<file path="src/rtl/rsh_n_pkg.sv">
// Shared definitions for the rsh_n constant-distance right shifter:
// data-width helper and the per-sample shift mode encoding.
package rsh_n_pkg;

    // Word width in bits for a given log2 width.
    function automatic int data_width(input int n);
        return 2 ** n;
    endfunction

    // Per-sample mode encoding carried on the arith input.
    localparam logic RSH_LOGICAL = 1'b0;
    localparam logic RSH_ARITH   = 1'b1;

endpackage : rsh_n_pkg

</file>
<file path="src/rtl/rsh_n_comb.sv">
// Combinational core of the rsh_n shifter: constant right shift by SHFT,
// zero or sign fill, and optional round-half-up.
// Optional feature macro: RSH_N_ROUND_EN (adds the last shifted-out bit
// to the result; otherwise the shift truncates).
module rsh_n_comb
    import rsh_n_pkg::*;
#(
    parameter  int N    = 3,
    parameter  int SHFT = 2,
    localparam int W    = data_width(N)
) (
    input  logic [W-1:0] a,
    input  logic         arith,
    output logic [W-1:0] y
);

    // A shift distance outside 0..W has no meaning for a W-bit word.
    if (SHFT < 0 || SHFT > W) begin : g_bad_shft
        $fatal(1, "rsh_n_comb: SHFT=%0d outside legal range 0..%0d", SHFT, W);
    end

    logic         fill;
    logic [W-1:0] fill_mask;
    logic [W-1:0] shifted;

    // Sign fill only applies to negative operands in arithmetic mode.
    assign fill      = (arith == RSH_ARITH) && a[W-1];

    // Ones in the top SHFT positions; a shift by W clears every bit of the
    // all-ones word, so SHFT=W gives an all-ones mask without special casing.
    assign fill_mask = ~({W{1'b1}} >> SHFT);

    assign shifted   = (a >> SHFT) | (fill ? fill_mask : '0);

`ifdef RSH_N_ROUND_EN
    logic round_bit;

    // The most significant discarded bit is the half-LSB; with no shift
    // there is nothing discarded and no rounding.
    if (SHFT == 0) begin : g_no_round
        assign round_bit = 1'b0;
    end else begin : g_round
        assign round_bit = a[SHFT-1];
    end

    // Round half up in the selected mode. For SHFT>=1 the sum cannot
    // overflow the representable range, so no saturation is needed.
    assign y = shifted + {{(W-1){1'b0}}, round_bit};
`else
    // Truncation: toward 0 in logical mode, toward -inf in arithmetic mode.
    assign y = shifted;
`endif

endmodule : rsh_n_comb

</file>
<file path="src/rtl/rsh_n_shift.sv">
// Registered constant-distance right shifter for a 2**N-bit word; divides
// each valid sample by 2**SHFT with one clock of latency.
// Optional feature macro: RSH_N_ROUND_EN (round half up instead of truncate).
module rsh_n_shift
    import rsh_n_pkg::*;
#(
    parameter  int N    = 3,
    parameter  int SHFT = 2,
    localparam int W    = data_width(N)
) (
    input  logic         clk,
    input  logic         rst,
    input  logic         in_valid,
    input  logic         arith,
    input  logic [W-1:0] a,
    output logic [W-1:0] b,
    output logic         out_valid
);

    logic [W-1:0] shifted;

    rsh_n_comb #(
        .N    (N),
        .SHFT (SHFT)
    ) u_comb (
        .a     (a),
        .arith (arith),
        .y     (shifted)
    );

    // Output and valid registers: capture a result on each valid cycle,
    // hold the last result otherwise; reset discards any in-flight sample.
    always_ff @(posedge clk or posedge rst) begin
        if (rst) begin
            b         <= '0;
            out_valid <= 1'b0;
        end else begin
            // NOTE: non-blocking assignments keep every register updating from
            // pre-edge values, so simulation matches the synthesized flops.
            out_valid <= in_valid;
            if (in_valid) begin
                b <= shifted;
            end
        end
    end

endmodule : rsh_n_shift

</file>
<file path="config.mk">
export PLATFORM = sky130hd
export DESIGN_NAME = rsh_n_shift
export DESIGN_NICKNAME = d
export VERILOG_FILES = /design/src/rtl/rsh_n_pkg.sv /design/src/rtl/rsh_n_comb.sv /design/src/rtl/rsh_n_shift.sv
export SDC_FILE = /design/constraint.sdc
export NUM_CORES = 1
export LEC_CHECK = 0
export CAP_MARGIN = 10
export CORE_AREA = 5 5 42 44
export CTS_BUF_LIST = sky130_fd_sc_hd__clkbuf_16
export DETAILED_ROUTE_END_ITERATION = 8
export DIE_AREA = 0 0 47 49
export GPL_TIMING_DRIVEN = 0
export PLACE_DENSITY = 0.69
export SLEW_MARGIN = 40
export SYNTH_ARGS = -nofsm -noshare
export SYNTH_HDL_FRONTEND = slang
export SYNTH_SLANG_ARGS = --single-unit
</file>
<file path="constraint.sdc">
create_clock -name clk -period 0.8 [get_ports clk]
set_input_delay 0.16 -clock clk [delete_from_list [all_inputs] [get_ports clk]]
set_output_delay 0.16 -clock clk [all_outputs]
set_load 0.01 [all_outputs]
</file>
* Word level (Yosys, flattened, before mapping)
Index checks and enable logic that the tools add are counted.
** Storage, ports and cells
- Bits in registers :: 9
- Bits in latches :: 0
- RAM bits :: 0
- Memory bits (read-only) :: 0
- Bits of input ports :: 12
- Output and inout bits :: 9
- Logic and storage cells :: 5
- Memories kept :: 0
** Cells by class
- $add $sub $neg :: 0
- Multiply operators :: 0
- Divide/modulo/power cells :: 0
- Order comparisons :: 0
- Eq/ne operators :: 0
- Shift operators :: 0
- Multiplexer cells :: 1
- Bitwise operators :: 1
- Reductions and logical operators :: 1
** Operator list (count)
- two-way mux 8 bit :: 1
- bitwise OR 6 x 8 -> 8 bit :: 1
- logical AND 1 bit :: 1

* Depth between registers and ports, before layout
- Depth after elaboration :: 3
- Gate-level depth with buffers :: 3
- Mapped depth without buffers :: 2

* By module
From an unflattened synthesis, not the netlist that was laid out.
** Second synthesis, totals
- Cells, all modules :: 28
- Area total of the unflattened synthesis :: 426.7 um^2
** Modules (own cells, without submodules)
- rsh_n_shift :: times used 1, cells each 19, area an instance 360.3 um^2, seq. area each 225.2 um^2
- rsh_n_comb :: times used 1, cells each 9, area an instance 66.3 um^2, seq. area each 0.0 um^2

* Worst setup path before layout
OpenSTA, ideal clock, no wires.
- Kind :: reg-to-reg
- Start :: register b[0] (netlist name)
- End :: register b[0]
- Library setup time :: 125 ps
- Arrival :: 654 ps
- Required time :: 675 ps
- Slack :: 21 ps
- Cell stages (with the launch flop) :: 2
- Path buffers :: 0
- Clock period less this slack :: 779 ps
- Path through :: dfrtp_1 > mux2_4
** RTL lines
- to (signal assigned) :: RTL line rsh_n_shift.sv:42 : b <= shifted;
- to (decl) :: RTL line rsh_n_shift.sv:16 : output logic [W-1:0] b,

==> impl_summary.md <==
Final layout
The final layout contains 56 nets. The number of diodes added for antenna fixing is 0. The post-route cell area is around 580 um^2.

The multi-input combinational cell area is approximately 100 um^2. The filler-free cell count of the finished design is 58. The count of filler cells inserted in the layout is around 150. Once layout is complete, the utilization of the core stands at 0.416. The fraction of layout cells with a size suffix above 1 is 0.500. Across the whole layout, storage elements account for around 200 um^2. Compared with the post-synthesis result, the final layout area differs by 78.5%.

STA
Setup violations remaining at the end of the flow were counted as 10. The count of final max-slew check failures came to 0. The hold violation count in the final report is 0. The worst-case headroom to the max-slew limit is 0.792.

Setup repair after global routing could not meet its margin everywhere. The pin slew with the least headroom to its limit is roughly 310 ps. Derived from the worst setup path, the maximum achievable clock frequency is 1010 MHz. The accumulated negative setup slack is -1070 ps. The final critical-path share of the clock period is 1.24. For the final database, setup skew stands at 0 ps.

The slack of the critical path is -194 ps. The final critical-path required period is ~1000 ps. The tightest hold path in the finished design has a slack of between 150 and 200 ps.

CTS
The tree is rooted in a sky130_fd_sc_hd__clkbuf_16. The clock latency reported for the late side of the worst-skew pair is 230 ps. The number of clock sinks is 8.

TritonCTS built the clock tree. After clock tree synthesis, the clock-pin slew on the worst setup and hold paths is approximately 40 ps. The number of levels in the clock H-tree is 1. The number of clock buffers added by TritonCTS is 3. The clock passes through at most 2 buffers. The number of buffers added to fix hold violations after cts is 0.

Power
The analysis attributes to cell leakage a power of between 0.2 and 0.3 nW. The power density over the cells is about 2600 nW/um^2. The worst-case IR drop observed on VDD is between 1 and 1.5 mV. The design draws ~1.5 mW.

Floorplanning
In this run the horizontal extent of the chip is roughly 47 um. The starting density of the core is 0.233. The count of standard-cell rows is 14. Pin placement for this block handled 21 I/O pins. The die covers 2300 um^2.

The die outline height is 49 um. The region available for standard cell placement spans 1400 um^2.

Status
The final reports fail on negative setup slack. The flow ran to the end, but the final reports show violations.

Synthesis
Synthesis inferred 8 register bits. For this run, the register share of the synthesized area comes to 0.613. After synthesis, the mean cell area works out to 16.3 um^2. The number of distinct library cells after synthesis is 7. The prevailing post-synth register cell is sky130_fd_sc_hd__dfrtp_1. The most common cell in the synthesized netlist is sky130_fd_sc_hd__dfrtp_1.

The total standard cell area after synthesis is around 330 um^2. Sorting the synthesized cells by how often they occur yields sky130_fd_sc_hd__dfrtp_1 (8), sky130_fd_sc_hd__mux2_4 (6), sky130_fd_sc_hd__inv_1 (2). After synthesis, the cell types taking the most area are sky130_fd_sc_hd__dfrtp_1 (61%), sky130_fd_sc_hd__mux2_4 (28%), sky130_fd_sc_hd__buf_6 (3.4%). The async set-reset flop share out of synthesis is 1.00.

sky130_fd_sc_hd__dfrtp_1 takes more of the synthesized area than any other cell. The number of warnings issued by yosys is 0. The area share of the leading cell type in the synthesized netlist is 0.613. The synthesized instance count is 20. The number of synthesized flops with an enable pin is 0. The net count after synthesis is 32.

Critical path
The worst path arrival time is 830 ps. In this run the worst path has a maximum fanout of 3. The startpoint of the worst register-to-register path is b[5]$_DFFE_PP0P_. The kind of start point of the critical path is a register. Tracing the worst setup path back leads to its startpoint at b[6]$_DFFE_PP0P_. The critical path is of the reg -> out type.

For the worst setup path, the data required time is ~640 ps. STA classifies the critical path endpoint as an output port.

Drt
The number of vias after detailed routing is roughly 240. The first detailed-routing pass ran for 2 iterations. Dividing the detail-routed wire length by the instance count gives around 12 um. The count of unresolved DRC violations after routing is 0. After the first detailed-routing iteration, the DRC count stood at 1.

In this run the remaining antenna-violating nets after routing total 0. The routed design has 707 um of wire. The average via count per standard cell is between 4 and 5.

GRT
The number of antenna violations at the first check in global routing is 0. The first-pass GRT wire length is approximately 1200 um. Entering global routing, the biggest net connects 9 pins. The number of global-route vias before repair was approximately 260.

Across every metal layer, demand over resource in global routing totals 0.0719. For this run the aggregate overflow at the end of global routing stands at 0.

Placement
The count of buffers added on input and output ports is 18. OpenSTA, run right after detailed placement, puts the worst setup slack at -444 ps. The global placer's final weighted congestion is about 0.7.

The detailed placement HPWL is roughly 530 um. Counting tap cells, the placed design contains a total of 54 instances. The area of placed instances is around 530 um^2.

Run
The number of maximum-capacitance violations is 0.

Worst hold path
The classification of the worst-slack hold path is in -> async.
[path summary, 6_finish.rpt]
path | cells past startpoint | slack [ps] | end
setup / recovery | 2 | -190 | b[7]
hold / removal | 2 | 190 | out_valid$_DFF_PP0_
setup reg to reg | 2 | -70 | b[5]$_DFFE_PP0P_
hold reg to reg | 1 | 510 | b[4]$_DFFE_PP0P_
max in group asynchronous | 2 | 380 | b[4]$_DFFE_PP0P_
min in group clk | 1 | 200 | out_valid$_DFF_PP0_
[kinds of logic after synthesis]
family / share of synthesized area
AO/OA/AOI/OAI: 0.0153
AND/OR/NAND/NOR: 0.0153
flip-flops: 0.613
multiplexers: 0.276
buffers and inverters: 0.0805
[cells in the final DEF, fill, tap and decap left out]
cell type | synthesis | layout
sky130_fd_sc_hd__buf_2 | 0 | 7
sky130_fd_sc_hd__buf_6 | 1 | 5
sky130_fd_sc_hd__clkbuf_16 | 0 | 3
sky130_fd_sc_hd__clkdlybuf4s50_1 | 0 | 8
sky130_fd_sc_hd__dfrtp_1 | 8 | 8
sky130_fd_sc_hd__dlygate4sd2_1 | 0 | 1
sky130_fd_sc_hd__inv_1 | 2 | 2
sky130_fd_sc_hd__mux2_4 | 6 | 6
sky130_fd_sc_hd__nand3_1 | 1 | 1
sky130_fd_sc_hd__o21ai_0 | 1 | 1
[critical path, stage by stage, from the launching register on]
cell and delay, ps:
sky130_fd_sc_hd__dfrtp_1 380, sky130_fd_sc_hd__buf_6 120, sky130_fd_sc_hd__buf_6 110
[sequential cells by signal (all words and copies together), names as in the netlist]
register,cells
b,7
out_valid,1
[report_power, final]
group	leakage (nW)	internal [mW]	switching (mW)	total [mW]
registers	0.0948	0.444	0.0242	0.469
clock network	0.0370	0.642	0.171	0.813
logic	0.155	0.141	0.0736	0.215
total	0.287	1.23	0.268	1.50
[layout make-up]
type                            count  share of cell area
Timing Repair Buffer               19               0.270
Sequential cell                     8               0.343
Tap cell                           16              0.0343
Multi-Input combinational cell      8               0.172
Buffer                              2              0.0386
Clock buffer                        3               0.129
Inverter                            2              0.0129
[routing by layer]
| layer | up-vias | global-route usage | wire [um] |
|---|---|---|---|
| met5 | - | 0 | 0 |
| met4 | 0 | 0.0276 | 0 |
| met3 | 0 | 0.0406 | 112 |
| met2 | 18 | 0.0860 | 279 |
| met1 | 109 | 0.105 | 316 |
| li1 | 108 | - | - |
[timing repair]
action	in CTS	in global routing
gates resized for setup	40	1
setup buffers	1	0
endpoints found under the setup margin	16	10
(Power assumes the default switching activity.)
